===== src/rtl/mac_rx_header_parser.sv =====
// mac_rx_header_parser: strips the Ethernet header, filters on dst MAC and EtherType, forwards payload
//   logic_clk/logic_rst          : clock, synchronous active-low reset
//   local_mac_in                 : station MAC (byte 0 in [47:40])
//   mac_r{data,valid,ready,last,user} : verified frame stream in (user = error, with last)
//   eth_r{data,valid,ready,last,user} : payload stream out, one register stage
//   eth_type_out/eth_src_mac_out : sideband of the last accepted header
//   eth_hdr_valid_out            : one-cycle pulse per accepted header
//   frame_drop_cnt_out           : saturating count of filtered and runt frames
module mac_rx_header_parser #(
  parameter bit          ALLOW_BROADCAST = 1'b1,
  parameter logic [15:0] TYPE_A          = 16'h0800,
  parameter logic [15:0] TYPE_B          = 16'h0806
) (
  input  logic        logic_clk,
  input  logic        logic_rst,
  input  logic [47:0] local_mac_in,
  input  logic [7:0]  mac_rdata_in,
  input  logic        mac_rvalid_in,
  output logic        mac_rready_out,
  input  logic        mac_rlast_in,
  input  logic        mac_ruser_in,
  output logic [7:0]  eth_rdata_out,
  output logic        eth_rvalid_out,
  input  logic        eth_rready_in,
  output logic        eth_rlast_out,
  output logic        eth_ruser_out,
  output logic [15:0] eth_type_out,
  output logic [47:0] eth_src_mac_out,
  output logic        eth_hdr_valid_out,
  output logic [15:0] frame_drop_cnt_out
);
  typedef enum logic [1:0] {HDR, PAYLOAD, DROP} state_t;
  state_t      state_q, state_d;
  logic [3:0]  cnt_q, cnt_d;
  logic [47:0] dst_q, src_q, src_out_q;
  logic [7:0]  type_hi_q, data_q;
  logic [15:0] type_full, eth_type_q, drop_q;
  logic        out_valid_q, last_q, user_q, hdr_valid_q;
  logic        acc, dst_ok, type_ok, accept_hdr, drop_inc, load_beat;
  assign type_full = {type_hi_q, mac_rdata_in};
  assign dst_ok    = (dst_q == local_mac_in) | (ALLOW_BROADCAST & (&dst_q));
  assign type_ok   = (type_full == TYPE_A) | (type_full == TYPE_B);
  // byte 13 waits for an empty output register so the sideband never moves under a pending beat
  assign mac_rready_out = logic_rst & (state_q == PAYLOAD ? (!out_valid_q | eth_rready_in) :
                                       state_q == HDR && cnt_q == 4'd13 ? !out_valid_q : 1'b1);
  assign acc = mac_rvalid_in & mac_rready_out;
  always_comb begin
    state_d    = state_q;
    cnt_d      = cnt_q;
    accept_hdr = 1'b0;
    drop_inc   = 1'b0;
    load_beat  = 1'b0;
    case (state_q)
      HDR: if (acc) begin
        cnt_d = cnt_q + 4'd1;
        if (mac_rlast_in) begin
          cnt_d    = 4'd0;
          drop_inc = 1'b1;
        end else if (cnt_q == 4'd13) begin
          cnt_d      = 4'd0;
          accept_hdr = dst_ok & type_ok;
          drop_inc   = !(dst_ok & type_ok);
          state_d    = (dst_ok & type_ok) ? PAYLOAD : DROP;
        end
      end
      PAYLOAD: begin
        load_beat = acc;
        if (acc && mac_rlast_in) state_d = HDR;
      end
      DROP: if (acc && mac_rlast_in) state_d = HDR;
      default: state_d = HDR;
    endcase
  end
  always_ff @(posedge logic_clk) begin
    if (!logic_rst) begin
      state_q     <= HDR;
      cnt_q       <= 4'd0;
      dst_q       <= 48'd0;
      src_q       <= 48'd0;
      type_hi_q   <= 8'd0;
      src_out_q   <= 48'd0;
      eth_type_q  <= 16'd0;
      hdr_valid_q <= 1'b0;
      out_valid_q <= 1'b0;
      data_q      <= 8'd0;
      last_q      <= 1'b0;
      user_q      <= 1'b0;
      drop_q      <= 16'd0;
    end else begin
      state_q     <= state_d;
      cnt_q       <= cnt_d;
      hdr_valid_q <= accept_hdr;
      if (acc && state_q == HDR) begin
        if (cnt_q < 4'd6) dst_q <= {dst_q[39:0], mac_rdata_in};
        else if (cnt_q < 4'd12) src_q <= {src_q[39:0], mac_rdata_in};
        else if (cnt_q == 4'd12) type_hi_q <= mac_rdata_in;
      end
      if (accept_hdr) begin
        eth_type_q <= type_full;
        src_out_q  <= src_q;
      end
      if (load_beat) begin
        out_valid_q <= 1'b1;
        data_q      <= mac_rdata_in;
        last_q      <= mac_rlast_in;
        user_q      <= mac_ruser_in & mac_rlast_in;
      end else if (eth_rready_in) out_valid_q <= 1'b0;
      if (drop_inc && drop_q != 16'hFFFF) drop_q <= drop_q + 16'd1;
    end
  end
  assign eth_rdata_out      = data_q;
  assign eth_rvalid_out     = out_valid_q;
  assign eth_rlast_out      = last_q;
  assign eth_ruser_out      = user_q;
  assign eth_type_out       = eth_type_q;
  assign eth_src_mac_out    = src_out_q;
  assign eth_hdr_valid_out  = hdr_valid_q;
  assign frame_drop_cnt_out = drop_q;
endmodule

===== config.mk =====
export PLATFORM = sky130hd
export DESIGN_NAME = mac_rx_header_parser
export DESIGN_NICKNAME = d
export VERILOG_FILES = /design/src/rtl/mac_rx_header_parser.sv
export SDC_FILE = /design/constraint.sdc
export NUM_CORES = 1
export LEC_CHECK = 0
export CAP_MARGIN = 15
export CORE_MARGIN = 2
export CORE_UTILIZATION = 52
export DETAILED_ROUTE_END_ITERATION = 7
export HOLD_SLACK_MARGIN = 0.15
export PLACE_DENSITY = 0.8
export RECOVER_POWER = 50
export SYNTH_ARGS = -nofsm -noshare
export SYNTH_HDL_FRONTEND = slang
export SYNTH_SLANG_ARGS = --single-unit

===== constraint.sdc =====
create_clock -name logic_clk -period 3 [get_ports logic_clk]
set_input_delay 0.9 -clock logic_clk [delete_from_list [all_inputs] [get_ports logic_clk]]
set_output_delay 0.9 -clock logic_clk [all_outputs]
set_load 0.02 [all_outputs]

==> impl_results.md, run 1 <==
* Post-synth ARST share at 0%
* Iteration-0 DRC Markers at just under 600
* Number of setup violations in the final report at 0
* Maximum VDD drop at 0.395 mV
* End-of-flow core utilization at a little under three quarters
* Clock-pin slew reported for the worst setup and hold paths after clock tree synthesis at 60 ps
* Slew headroom at between 30 and 40%
* Leading cell types in the layout, fill and taps excluded: dfxtp_1, nor2_1, nand2_1
* Leading cell type in the layout, fill and taps excluded: dfxtp_1
* Maximum fanout along the worst path at 32
* Drc violations at 0
* Minimum setup slack after placement at -548 ps
* CTS H-tree depth at 1
* Tot GR Track Use at 23.9%
* GR Overflow Total at 0
* Worst reg-to-reg path cell count at 9
* Commonest register cell after synthesis: dfxtp_1
* Top-Level Pins at about 160
* Root Driver: clkbuf_16
* Cell with the largest stage delay on the worst path: o41ai_4
* Crit path cell chain: clkdlybuf4s50_1 -> xor2_1 -> nor4_2 -> nand4_1 -> o41ai_4 -> nand4_1 -> clkbuf_16 -> mux2i_4 -> nor2_1
* Beginning of the worst register-to-register path: dst_q[3]
* Synth unique cells at 44
* Post-Synthesis Mean Instance Area at 9.28 µm²
* Outcome: completed
* Longest individual stage delay on the worst path at 430 ps
* Core Rows at 45
* Area growth from synthesis to layout at 32.4%
* Synth Net Count at 945
* Number of violations of the max-capacitance limit at 0
* Die height at 129 µm
* Hold crit path type: flop to flop
* Worst min-delay path startpoint: eth_type_out[11]
* Summed instance area of the synthesized netlist at 8170 µm²
* Quantity of I/O buffers inserted on ports at about 150
* Share of the yosys chip area belonging to registers at between 40% and 50%
* Fin. max-slew vios at 0
* Via Count at a little under 7,000
* Final period utilization at between 90% and 100%
* Remaining antenna violation count at 0
* Element type at the critical path end: flop
* Buffers from clock root to sink, at most at 3
* TritonCTS clock tree: done
* Syn. warnings at 0
* Kind of critical path: primary input to flop
* Number of nets in the final layout at 1,108
* Count of endpoints failing hold in the final timing report at 0
* Final total negative setup slack at 0 ps
* Worst-case clock skew at between 8 and 9 ps
* Least-Margin Pin Slew at 993 ps
* Placed wire-length estimate after detailed placement at 13,500 µm
* Critical path arrival at 3240 ps
* Effective utilization at floorplan at 53.5%
* Total inserted antenna cells at 0
* Required time of the critical path at 3330 ps
* First-pass GRT wire length at ~32,000 µm
* Area of the core at between 15,000 and 20,000 µm²
* Full die area at about 17,000 µm²
* Power density over the cells at 513 nW/µm²
* Setup repair after global routing missed its margin: true
* Number of global-route vias before repair at 6,408
* Clock latency at the later pin of the worst-skew pair at 490 ps
* Last weighted congestion value of the routability-driven placer at between 0.8 and 0.9
* Clock buffers created by TritonCTS at 22
* Flop2flop setup slack at roughly 520 ps
* Drt wl/cell at around 16 µm
* Final critical delay including setup and external delays at 2910 ps
* EDFF count, synth at 0
* Horiz. Die Dim at between 100 and 150 µm
* Leakage at between 0.004 and 0.005 µW
* Fraction of layout cells with a size suffix above 1 at 7.84%
* Filler cell count at 1,170
* Highest clock rate at 344 MHz
* Destination of the worst register-to-register timing path: eth_src_mac_out[17]
* Count of TritonRoute iterations in the first routing pass at 5
* Detail-routed via count per cell at 5.32
* Number of stages on the worst hold path at 1
* Maximum number of pins on one net before global-route repair at 102
* Hold endpoint: eth_type_out[11]
* Sequential cell area at 4040 µm²
* Kind of launch point of the worst setup path: primary input
* Crit path top cell by count: nand4_1
* Post-detailed-routing wire length at 20,600 µm
* Setup ws final at around 92 ps
* Number of cells produced by synthesis at 880
* Initial antenna violation count at 0
* Area taken by multi-input logic gates at around 3900 µm²
* Yosys reg bits at 202
* Sink Count at about 200
[cells by family after synthesis]
kind of cell	Yosys count	synth area share (%)
AND/OR/NAND/NOR	343	18.6
flip-flops	202	49.5
multiplexers	126	15.4
AO/OA/AOI/OAI	95	7.26
buffers and inverters	63	3.61
XOR/XNOR	48	5.15
adder cells (fa/ha/maj)	3	0.460
[final cells by class]
cell class / count / area share (%)
clock buffer: 32 / 6.01
clock inverter: 8 / 0.451
inverter: 10 / 0.370
multi-input combinational: 615 / 35.9
sequential: 202 / 37.4
tap: 211 / 2.44
timing repair buffer: 192 / 17.5
[worst max-delay path, delay by kind of cell]
| kind | cells | cell delay (ps) |
|---|---|---|
| buf+inv | 2 | 680 |
| xor+xnor | 1 | 170 |
| mux | 1 | 210 |
| simple gates | 4 | 810 |
| compound gates | 1 | 430 |
[power by group]
part           leakage (µW)  switching [µW]  internal (µW)
Clock              0.000348            1050           1510
Combinational       0.00301             144            137
Sequential          0.00163            14.5           2690
Total               0.00499            1210           4340
[cell usage after synthesis (all sizes together) (3+ instances only)]
master | count | area, µm²
dfxtp | 202 | 4040
nor2 | 128 | 480
mux2i | 126 | 1260
nand2 | 126 | 473
a21oi | 61 | 313
xor2 | 46 | 403
clkbuf | 33 | 124
buf | 20 | 134
nand4 | 20 | 125
nor4 | 18 | 113
and3 | 17 | 106
nand2b | 11 | 68.8
inv | 9 | 33.8
nand3 | 7 | 35.0
o2111ai | 6 | 52.6
o211ai | 6 | 45.0
o21ai | 5 | 25.0
a211o | 4 | 35.0
a21o | 3 | 22.5
a221oi | 3 | 26.3
and2 | 3 | 18.8
ha | 3 | 37.5
nand4b | 3 | 26.3
nor3 | 3 | 15.0
[per-stage QoR]
stage / hold WS [ps] / instance area [µm²] / instances / power (µW)
2_1_floorplan: 436 / 8170 / 880 / 2890
3_3_place_gp: 441 / 10000 / 1227 / 3040
3_5_place_dp: 450 / 10000 / 1227 / 3040
4_1_cts: 458 / 10800 / 1267 / 5590
5_1_grt: 476 / 10800 / 1270 / 5720
6_report: 455 / 10800 / 1270 / 5550
[timing repair]
item                       CTS  global route
gates resized for setup      5            12
setup endpoints to repair    9            54
hold buffers                 0             0
setup buffers                0             1
pin swaps                    0             6
gates cloned                 0             2
[registers in the layout, summed over array words and instances, names as in the netlist]
register / cells
eth_rlast_out: 1
frame_drop_cnt_out: 16
eth_rdata_out: 8
dst_q: 48
src_q: 48
cnt_q: 4
type_hi_q: 8
eth_type_out: 16
state_q: 2
eth_ruser_out: 1
eth_hdr_valid_out: 1
eth_src_mac_out: 48
eth_rvalid_out: 1
[worst max-delay path by stage]
stage,startpoint,slack [ps],cells after the start,endpoint
6_report,local_mac_in[40],90,9,eth_src_mac_out[17]
5_1_grt,local_mac_in[40],-70,10,eth_src_mac_out[5]
3_5_place_dp,local_mac_in[23],-550,9,eth_src_mac_out[19]
2_1_floorplan,local_mac_in[43],360,9,eth_src_mac_out[10]
3_3_place_gp,local_mac_in[45],-390,9,eth_src_mac_out[14]
4_1_cts,local_mac_in[45],10,9,eth_src_mac_out[17]
[per-layer routing]
layer	track usage, %	part of all wire [%]	vias to the layer above
li1	-	-	3334
met1	32.5	45	3181
met2	38.6	46	197
met3	5.04	6.1	44
met4	7.16	2.6	0
met5	0	0	-
Note: power is estimated with default switching activity, not from simulation.
==> inputs of run 2 (changes only) <==
- CORE_UTILIZATION: 52 -> 38
- PLACE_DENSITY: 0.8 -> not set
==> run 2 against run 1 <==
Compared with the run above:
- die area up 36%
- flip-flop and latch count unchanged
- global-route usage decreased by 5.4 points
- largest cell class unchanged
- highest routed layer unchanged
==> impl_results.md, run 2 (synthesis results as in run 1) <==
* Remaining antenna violation count at 0
* Final total negative setup slack at 0 ps
* Sink Count at 202
* Drt wl/cell at 16.2 µm
* Highest clock rate at 345 MHz
* Clock buffers created by TritonCTS at 22
* Tot GR Track Use at a little under a fifth
* Placed Area at 10,200 µm²
* Number of violations of the max-capacitance limit at 0
* Leading cell type in the layout, fill and taps excluded: dfxtp_1
* First-pass GRT wire length at 33,600 µm
* Total inserted antenna cells at 0
* Number of hold buffers added after cts at 0
* Count of TritonRoute iterations in the first routing pass at 4
* Initial antenna violation count at 0
* Detail-routed via count per cell at about 5
* Kind of launch point of the worst setup path: primary input
* Full die area at 22,700 µm²
* Element type at the critical path end: flop
* Effective utilization at floorplan at 38.7%
* Area growth from synthesis to layout at 33.2%
* Iteration-0 DRC Markers at 322
* Core Rows at 53
* Clock latency at the later pin of the worst-skew pair at 510 ps
* Post-detailed-routing wire length at 21,600 µm
* Crit path cell chain: clkdlybuf4s50_1 -> xor2_1 -> nor4_2 -> nand4_1 -> o41ai_4 -> nand4_1 -> buf_4 -> clkbuf_16 -> mux2i_1 -> nor2_1
* Combined buffer and inverter count along the critical path at 3
* Maximum fanout along the worst path at 25
* Final period utilization at 96.7%
* Least-Margin Pin Slew at a little under 900 ps
* Clock-pin slew reported for the worst setup and hold paths after clock tree synthesis at 60 ps
* Fraction of layout cells with a size suffix above 1 at 7.95%
* Horiz. Die Dim at ~150 µm
* Filler cell count at between 2,000 and 2,500
* Longest individual stage delay on the worst path at 420 ps
* Root Driver: clkbuf_16
* PnR Total Power at 5700 µW
* Last weighted congestion value of the routability-driven placer at a little over 0.8
* GR Overflow Total at 0
* Via Count at roughly 6,600
* End-of-flow core utilization at roughly 52%
* Quantity of I/O buffers inserted on ports at between 150 and 200
* Count of endpoints failing hold in the final timing report at 0
* Slew headroom at 41.1%
* Final critical delay including setup and external delays at 2900 ps
* Die height at 151 µm
* Worst-case clock skew at just under 10 ps
* Cell with the largest stage delay on the worst path: clkdlybuf4s50_1
* Hold crit path type: flop to flop
* Number of global-route vias before repair at about 6,400
* Cell family with most CP delay: buffers and inverters
* CTS H-tree depth at 1
* Number of nets in the final layout at 1,109
* Area of the core at 21,100 µm²
* Leakage at just over 0.005 µW
* Maximum VDD drop at ~0.36 mV
* Number of setup violations in the final report at 0
* TritonCTS clock tree: done
* Drc violations at 0
* Power density over the cells at 524 nW/µm²
* Outcome: completed
* Maximum number of pins on one net before global-route repair at 66
* Top-Level Pins at 155
* Kind of critical path: primary input to flop
* Crit path top cell by count: nand4_1
* Fin. max-slew vios at 0
* Placed wire-length estimate after detailed placement at 14,700 µm
* Final design instance area without fill at about 11,000 µm²
* Buffers from clock root to sink, at most at 3
* Leading cell types in the layout, fill and taps excluded: dfxtp_1, nor2_1, nand2_1, mux2i_1, dlygate4sd3_1
* Required time of the critical path at 3380 ps
* Critical path arrival at 3280 ps
[run 2: cell type report]
cell class / count / area [µm²] / share of cell area (%)
Sequential cell: 202 / 4040 / 37.2
Multi-Input combinational cell: 615 / 3860 / 35.5
Timing Repair Buffer: 193 / 1860 / 17.1
Clock buffer: 28 / 613 / 5.63
Tap cell: 275 / 344 / 3.16
Clock inverter: 9 / 111 / 1.02
Inverter: 10 / 40.0 / 0.368
[run 2: timing repair]
action / CTS / global route
pin swaps: 0 / 3
gates resized for setup: 4 / 7
cloned: 0 / 1
setup buffers: 0 / 1
hold endpoints to repair: 0 / 0
setup endpoints to repair: 54 / 77
[run 2: per-layer routing]
metal | GRT usage [%] | vias up | share of wire, %
met5 | 0 | - | 0
met4 | 3.69 | 0 | 1.1
met3 | 5.06 | 19 | 6.8
met2 | 29.0 | 151 | 44
met1 | 25.8 | 3037 | 48
li1 | - | 3351 | -
[run 2: worst paths after layout]
check	startpoint	endpoint	slack (ps)	depth (start not counted)
setup reg to reg	cnt_q[3]	dst_q[39]	440	9
hold / removal	src_q[44]	src_q[44]	450	2
hold reg to reg	src_q[44]	src_q[44]	450	2
setup / recovery	local_mac_in[35]	eth_src_mac_out[3]	100	10
[run 2: tightest hold or removal path: stages (launching register included)]
cell and delay, ps:
dfxtp_1 310, nand2_1 50, a21oi_1 50
[run 2: per-stage QoR]
stage,hold WS (ps),worst slack [ps],cells
after floorplan,436,360,880
after global placement,444,-510,1293
after detailed placement,449,-653,1293
after CTS,457,26.3,1330
after global routing,472,-2.17,1332
final,453,100,1332
[run 2: power breakdown]
part | leakage (µW) | switching [µW] | internal (µW)
Sequential | 0.00163 | 13.9 | 2690
Clock | 0.000353 | 1100 | 1610
Combinational | 0.00311 | 146 | 137
Total | 0.00509 | 1260 | 4440
==> inputs of run 3 (changes only) <==
- CELL_PAD_IN_SITES_DETAIL_PLACEMENT: not set -> 2
- CELL_PAD_IN_SITES_GLOBAL_PLACEMENT: not set -> 2
- CORE_UTILIZATION: 38 -> 32
- PLACE_DENSITY_LB_ADDON: not set -> 0.1
==> run 3 against run 2 <==
Compared with the run above:
- total power is 1.9% higher
- fmax decreased by 0.76%
- non-clock buffer count grew 6
- critical path type unchanged
==> impl_results.md, run 3 (synthesis results as in run 1) <==
* Initial antenna violation count at 0
* Clock buffers created by TritonCTS at 24
* End-of-flow core utilization at about 44%
* Busiest layer in global routing: met2
* Setup repair after global routing missed its margin: true
* Maximum number of pins on one net before global-route repair at 77
* Sink Count at ~200
* Final critical delay including setup and external delays at 2920 ps
* Final period utilization at 97.4%
* GR Overflow Total at 0
* Flop2flop setup slack at ~480 ps
* Area growth from synthesis to layout at 36.0%
* Via Count at around 6,900
* Top-Level Pins at 155
* Number of setup violations in the final report at 0
* Count of TritonRoute iterations in the first routing pass at 5
* Fraction of layout cells with a size suffix above 1 at 8.63%
* Number of nets in the final layout at 1,117
* Least-Margin Pin Slew at 845 ps
* TritonCTS clock tree: done
* Core Rows at 58
* Leakage at 0.00489 µW
* Last weighted congestion value of the routability-driven placer at 0.792
* Switch share at 22.3%
* Kind of launch point of the worst setup path: primary input
* Worst-case clock skew at 13.8 ps
* Required time of the critical path at 3380 ps
* Drt wl/cell at 19.1 µm
* Share of power burned in the clock network at roughly half
* Placed cells at 1,352
* Maximum fanout along the worst path at 8
* CTS H-tree depth at 1
* Maximum VDD drop at 0.328 mV
* Element type at the critical path end: flop
* First-pass GRT wire length at 41,000 µm
* Cell-internal power at 4510 µW
* Leading cell type in the layout, fill and taps excluded: dfxtp_1
* Detail-routed via count per cell at 4.92
* Met3 capacity usage during global routing at 3.21%
* Met2 usage at 31.7%
* Critical path arrival at 3300 ps
* Effective utilization at floorplan at 32.5%
* Number of violations of the max-capacitance limit at 0
* Met1 Resource Use GR at 26.6%
* Net switching power of the design at about 1300 µW
* Tot GR Track Use at ~19%
* Clock latency at the later pin of the worst-skew pair at 520 ps
* Drc violations at 0
* Full die area at ~27,000 µm²
* Non-filler cells in the finished layout at about 1,400
* Hold crit path type: flop to flop
* Outcome: completed
* Clock-pin slew reported for the worst setup and hold paths after clock tree synthesis at roughly 60 ps
* Count of endpoints failing hold in the final timing report at 0
* Number of hold buffers added after cts at 0
* Power density over the cells at ~520 nW/µm²
* Filler cell count at approximately 2,700
* Highest clock rate at around 340 MHz
* Remaining antenna violation count at 0
* Part of the total power dissipated in sequential elements at about 47%
* Iteration-0 DRC Markers at 276
* Area of the core at roughly 25,000 µm²
* Slew headroom at 43.7%
* Root Driver: clkbuf_16
* Die height at 164 µm
* Leading cell types in the layout, fill and taps excluded: dfxtp_1, clkdlybuf4s50_1, nor2_1
* Fin. max-slew vios at 0
* Horiz. Die Dim at 164 µm
* Buffers from clock root to sink, at most at 3
* Number of global-route vias before repair at ~7,400
* Comb power frac at just over 5%
* Kind of critical path: primary input to flop
* Post-detailed-routing wire length at 26,600 µm
* Quantity of I/O buffers inserted on ports at around 150
* Placed wire-length estimate after detailed placement at 17,800 µm
[run 3: cell count changes in the layout (fill, tap and decap cells not counted), moves of 3 or more]
| cell | previous run | this run |
|---|---|---|
| buf_4 | 29 | 36 |
| clkbuf_1 | 3 | 7 |
| clkdlybuf4s50_1 | 75 | 151 |
| clkinv_2 | 4 | 1 |
| dlygate4sd3_1 | 78 | 1 |
[run 3: power groups by stage]
stage	sequential (µW)	clock [µW]	combinational, µW
2_1_floorplan	2760	0	128
3_3_place_gp	2770	0	293
3_5_place_dp	2770	0	294
4_1_cts	2710	2880	299
5_1_grt	2710	3000	325
6_report	2710	2800	299
[run 3: final cells by class]
type | count | area (µm²) | area share [%]
antenna | 1 | 2.50 | 0.0225
inverter | 10 | 40.0 | 0.360
multi-input combinational | 615 | 3900 | 35.1
tap | 330 | 413 | 3.72
clock buffer | 36 | 696 | 6.26
sequential | 202 | 4040 | 36.4
clock inverter | 4 | 58.8 | 0.529
timing repair buffer | 199 | 1950 | 17.6
[run 3: layer usage]
layer  vias up  part of all wire, %
li1       3340                    -
met1      3366                   48
met2       140                   45
met3        28                  4.9
met4         0                  1.5
met5         -                    0
[run 3: worst paths after layout]
path,from,end,cells after the start
worst max-delay path,local_mac_in[22],eth_src_mac_out[1],10
worst min-delay path,src_q[43],src_q[43],2
worst max register to register,dst_q[33],eth_src_mac_out[1],9
worst min register to register,src_q[43],src_q[43],2
[run 3: metrics by stage]
step	TNS (ps)	total power, µW	setup WS (ps)	hold WS (ps)	cell area, µm²
2_1_floorplan	0	2890	360	436	8170
3_3_place_gp	-44480	3060	-566	444	10300
3_5_place_dp	-44770	3060	-578	456	10300
4_1_cts	0	5890	7.48	461	11000
5_1_grt	-2.60	6040	-2.60	493	11100
6_report	0	5810	78.2	458	11100
[run 3: what timing repair did]
item,CTS,global route
gates cloned,0,3
pin swaps,1,8
endpoints found under the setup margin,63,73
setup buffers,0,1
resized for setup,7,17
[run 3: worst max-delay path, stage by stage]
cell and delay (ps):
clkdlybuf4s50_1 440, xor2_2 180, nor4_4 370, nand4_1 200, o41ai_4 410, nand4_1 160
buf_6 180, clkbuf_16 190, mux2i_1 200, nor2_1 50
==> variant 1: new RTL, flow settings as in run 3 <==
Encoding of `state_t`: now one-hot (3 bits for 3 states).
--- a/src/rtl/mac_rx_header_parser.sv
+++ b/src/rtl/mac_rx_header_parser.sv
@@ -31,3 +31,3 @@
 );
-  typedef enum logic [1:0] {HDR, PAYLOAD, DROP} state_t;
+  typedef enum logic [2:0] {HDR = 3'b001, PAYLOAD = 3'b010, DROP = 3'b100} state_t;
   state_t      state_q, state_d;
Check against the original RTL: same outputs for any inputs over 4 cycles, from zero or initial values and one cycle with logic_rst low; so few cycles prove little.
==> variant 1 against run 3 <==
Critical path depth unchanged. Area after synthesis decreased by 3.9%. Setup slack improved by 0.010 ns. Wire length decreased by 3.6%. Power increased by 2.3%. Sequential cell count increased by 1. Die area decreased by 3.8%. Sequential power about the same. Final area decreased by 3.9%.
==> variant 1: results (changes against run 3) <==
- Status: completed
- Starting DRT DRC Count: 277 (+0.36%)
- R2r setup slk: 0.51 ns (+0.03 ns)
- Vias in the first global route: 7405 (-0.27%)
- First-pass detailed-route iteration total: 4 (-1)
- R2R Path Start: cnt_q[1]
- GP Congestion: 0.797 (+0.57%)
- Commonest cells in the netlist: 220 x nand2_1, 203 x dfxtp_1, 109 x a21oi_1, 50 x a22o_1, 49 x xor2_1
- #MultiIn Comb: 609 (-0.98%)
- R2r endpoint: frame_drop_cnt_out[14]
- Post-synth net total: 936 (-0.95%)
- Setup Skew: 0.0209 ns (+0.00708 ns)
- Repair and plain buffers: 193 (-3.0%)
- Nonclk inv count: 4 (-6)
- CP arrival: 3.36 ns (+0.06 ns)
- Worst path max stage delay: 0.42 ns (-0.02 ns)
- NonClk Buf Share: 17.8% (+0.20 points)
- Clock-cell share: 7.48% (+0.68 points)
- First-pass GRT wire length: 40.9 mm (-0.35%)
- Sequential share of cell area: 38.1% (+1.7 points)
- Crit-path max FO: 37 (+29)
- DP HPWL: 17.7 mm (-0.35%)
- DP Worst Slack: -0.498 ns (+0.0800 ns)
- Hold slack: 0.442 ns (-0.0168 ns)
- Fillers: 2634 (-2.9%)
- Total track usage: 19.6% (+0.19 points)
- Post-synthesis cell type count: 51 (+16%)
- Worst slew pin tran: 0.743 ns (-0.102 ns)
- Num sequential: 203 (+0.50%)
- Register area share after synthesis: 51.8% (+2.3 points)
- Share of cells above drive strength 1: 9.04% (+0.41 points)
- ANT cells: 0 (-1)
variant 1: timing repair:
action / CTS / global route
endpoints found under the setup margin: 1 / 58
resized for setup: 6 / 4
buffers inserted: 0 / 0
variant 1: worst max-delay path by stage:
stage                     start             endpoint  slack (ns)  cells past startpoint
2_1_floorplan  local_mac_in[14]   eth_src_mac_out[0]        0.39                      9
3_3_place_gp   local_mac_in[30]  eth_src_mac_out[36]       -0.48                      9
3_5_place_dp    local_mac_in[5]  eth_src_mac_out[27]       -0.50                      9
4_1_cts         local_mac_in[5]  eth_src_mac_out[42]        0.03                     10
5_1_grt        local_mac_in[45]  eth_src_mac_out[40]       0.008                     10
6_report       local_mac_in[45]  eth_src_mac_out[42]        0.09                     10
variant 1: routing by layer:
| layer | track usage [%] | vias up | wire length, um |
|---|---|---|---|
| met1 | 24.8 | 3443 | 11600 |
| met4 | 4.34 | 0 | 547 |
| met3 | 2.56 | 30 | 721 |
| li1 | - | 3336 | - |
| met5 | 0 | - | 0 |
| met2 | 35.5 | 114 | 12800 |
variant 1: logic make-up after synthesis:
kind of cell,synth area share [%]
flops,51.8
mux,2.68
simple gates,20.5
buf+inv,4.14
xor+xnor,5.47
fa+ha+maj,0.159
compound gates,15.2
variant 1: power by group:
part / internal, mW / switching [mW]
sequential: 2.71 / 0.0160
combinational: 0.128 / 0.153
clock: 1.80 / 1.13
variant 1: stage by stage:
stage | instances | cell area (sq um) | utilization [%] | setup TNS (ns)
finish | 1375 | 10700 | 44.2 | 0
global route | 1375 | 10700 | 44.2 | 0
CTS | 1375 | 10700 | 44.2 | 0
detailed placement | 1333 | 9880 | 40.8 | -38.69
global placement | 1333 | 9880 | 40.8 | -38.80
floorplan | 873 | 7850 | - | 0
==> variant 2: new RTL, flow settings as in run 3 <==
Without the edit above. The parameter `ALLOW_BROADCAST` goes from 1'b1 to 1'b0.
--- a/src/rtl/mac_rx_header_parser.sv
+++ b/src/rtl/mac_rx_header_parser.sv
@@ -9,3 +9,3 @@
 module mac_rx_header_parser #(
-  parameter bit          ALLOW_BROADCAST = 1'b1,
+  parameter bit          ALLOW_BROADCAST = 1'b0,
   parameter logic [15:0] TYPE_A          = 16'h0800,
Function: same outputs for any inputs over 4 cycles, from zero or initial values and one cycle with logic_rst low; that may be too few to reach the edited logic, so the function may still have changed.
==> variant 2 against run 3 <==
Wire length down 0.20%. Hold slack worse by 0.0035 ns. Largest cell class unchanged. Combinational power grew 13%. Fmax shrank 0.94%. Critical path type unchanged. Sequential cell count unchanged. Sequential share of layout area shrank 0.58 points. Setup slack got worse by 0.028 ns. Highest routed layer unchanged. Final area up 1.7%. Clock skew about the same. Synthesized cell count grew 6.8%. Area after synthesis up 1.8%. Power rose by 2.5%. Register-to-register slack worse by 0.05 ns. First-iteration DRC count grew 13%.
==> variant 2: results (changes against run 3) <==
- DP HPWL: 18.6 mm (+4.3%)
- Hold slack: 0.455 ns (-0.00354 ns)
- First-pass detailed-route iteration total: 4 (-1)
- Setup Skew: 0.0135 ns (-0.000292 ns)
- Crit-path max FO: 42 (+34)
- Hold Crit Start: eth_src_mac_out[18]
- Slowest stage cell on the critical path: or4_4
- Starting DRT DRC Count: 311 (+13%)
- R2R Path Start: dst_q[43]
- Placed Cells incl. Taps: 1421 (+5.1%)
- Post-synthesis cell type count: 48 (+9.1%)
- Share of cells above drive strength 1: 15.0% (+6.3 points)
- Commonest cells in the netlist: 231 x nand2_1, 202 x dfxtp_1, 79 x nor2_1, 72 x a21oi_1, 63 x mux2i_1
- Synth area leaders: dfxtp_1 49%, nand2_1 10%, mux2i_1 7.6%, a21oi_2 5.0%, a21oi_1 4.3%
- Largest net degree at the start of global routing: 131 (+70%)
- Post-synth net total: 1005 (+6.3%)
- Vias: 7245 (+5.4%)
- Total track usage: 19.7% (+0.29 points)
- Worst path max stage delay: 0.50 ns (+0.06 ns)
- Avg Inst Size Synth: 8.84 sq um (-4.7%)
- Total Nets Final: 1183 (+5.9%)
- LEAKAGE: 4.51 nW (-7.7%)
- Status: completed
- Vias in the first global route: 7847 (+5.7%)
- Period utilization: 98.3% (+0.93 points)
- Max IR drop VDD: 375 uV (+14%)
- Worst setup startpoint: local_mac_in[16]
- Drt total wl: 26.6 mm (-0.20%)
- Worst slew pin tran: 0.760 ns (-0.0854 ns)
- Register area share after synthesis: 48.6% (-0.86 points)
- Final std cells w/o fill: 1466 (+4.9%)
variant 2: cell count changes in the layout (fill, tap and decap cells not counted), moves of 45 or more:
cell and delta:
clkdlybuf4s50_1 -81, a21oi_2 +45, nand2_1 +105, dlygate4sd3_1 +81, mux2i_1 -61, nor2_1 -50
variant 2: area by class of cell:
type / count / area, sq um
clock inverters: 16 / 138
multi-input cells: 674 / 4000
inverters: 8 / 35.0
well taps: 330 / 413
repair buffers: 208 / 2010
flip-flops and latches: 202 / 4050
clock buffers: 28 / 647
fillers: 2749 / 14000
variant 2: logic make-up after synthesis:
group	count (synthesis)	synth area share (%)
adders and majority gates	3	0.452
buffers and inverters	64	4.27
AOI/OAI and AO/OA	136	10.8
DFF	202	48.6
and+or+nand+nor	416	22.3
xor gates and xnor gates	55	5.79
muxes	64	7.72
variant 2: worst register-to-register path, cell delays in order, from the launching register on:
cell and delay [ns]:
dfxtp_1 0.34, xor2_2 0.20, or4_4 0.55, nor4_4 0.30
nand4_2 0.20, nor2_2 0.16, buf_4 0.14, nand3_2 0.12
buf_12 0.21, nand2_1 0.15, a21oi_2 0.06
variant 2: timing repair:
action,in CTS,in global routing
pin swaps,1,7
endpoints found under the setup margin,76,80
resized for setup,7,14
setup buffers,0,1
variant 2: final timing paths:
kind                               to  slack, ns  cells after the start
setup reg to reg  eth_src_mac_out[13]       0.43                     10
setup / recovery  eth_src_mac_out[13]       0.05                     11
hold / removal    eth_src_mac_out[18]       0.45                      2
hold reg to reg   eth_src_mac_out[18]       0.45                      2
variant 2: layer usage:
layer | GRT usage [%] | share of wire [%] | up-vias
met5 | 0 | 0 | -
met4 | 4.47 | 1.5 | 0
met3 | 2.75 | 3.6 | 34
met2 | 35.3 | 51 | 126
met1 | 25.0 | 44 | 3573
li1 | - | - | 3512
variant 2: through the flow:
step | TNS (ns) | util, % | instance area [sq um] | worst slack [ns]
final | 0 | 44.6 | 11300 | 0.0504
after global routing | -0.647 | 44.6 | 11300 | -0.0531
after CTS | -0.00544 | 44.4 | 11200 | -0.00536
after detailed placement | -48.48 | 41.2 | 10400 | -0.653
after global placement | -45.34 | 41.2 | 10400 | -0.579
after floorplan | 0 | - | 8310 | 0.0778
variant 2: power by group:
group	total [mW]	switching, mW	leakage, nW	internal [mW]
clock network	2.91	1.19	0.401	1.72
registers	2.71	0.0142	1.63	2.69
logic	0.338	0.178	2.48	0.160
total	5.96	1.39	4.51	4.57
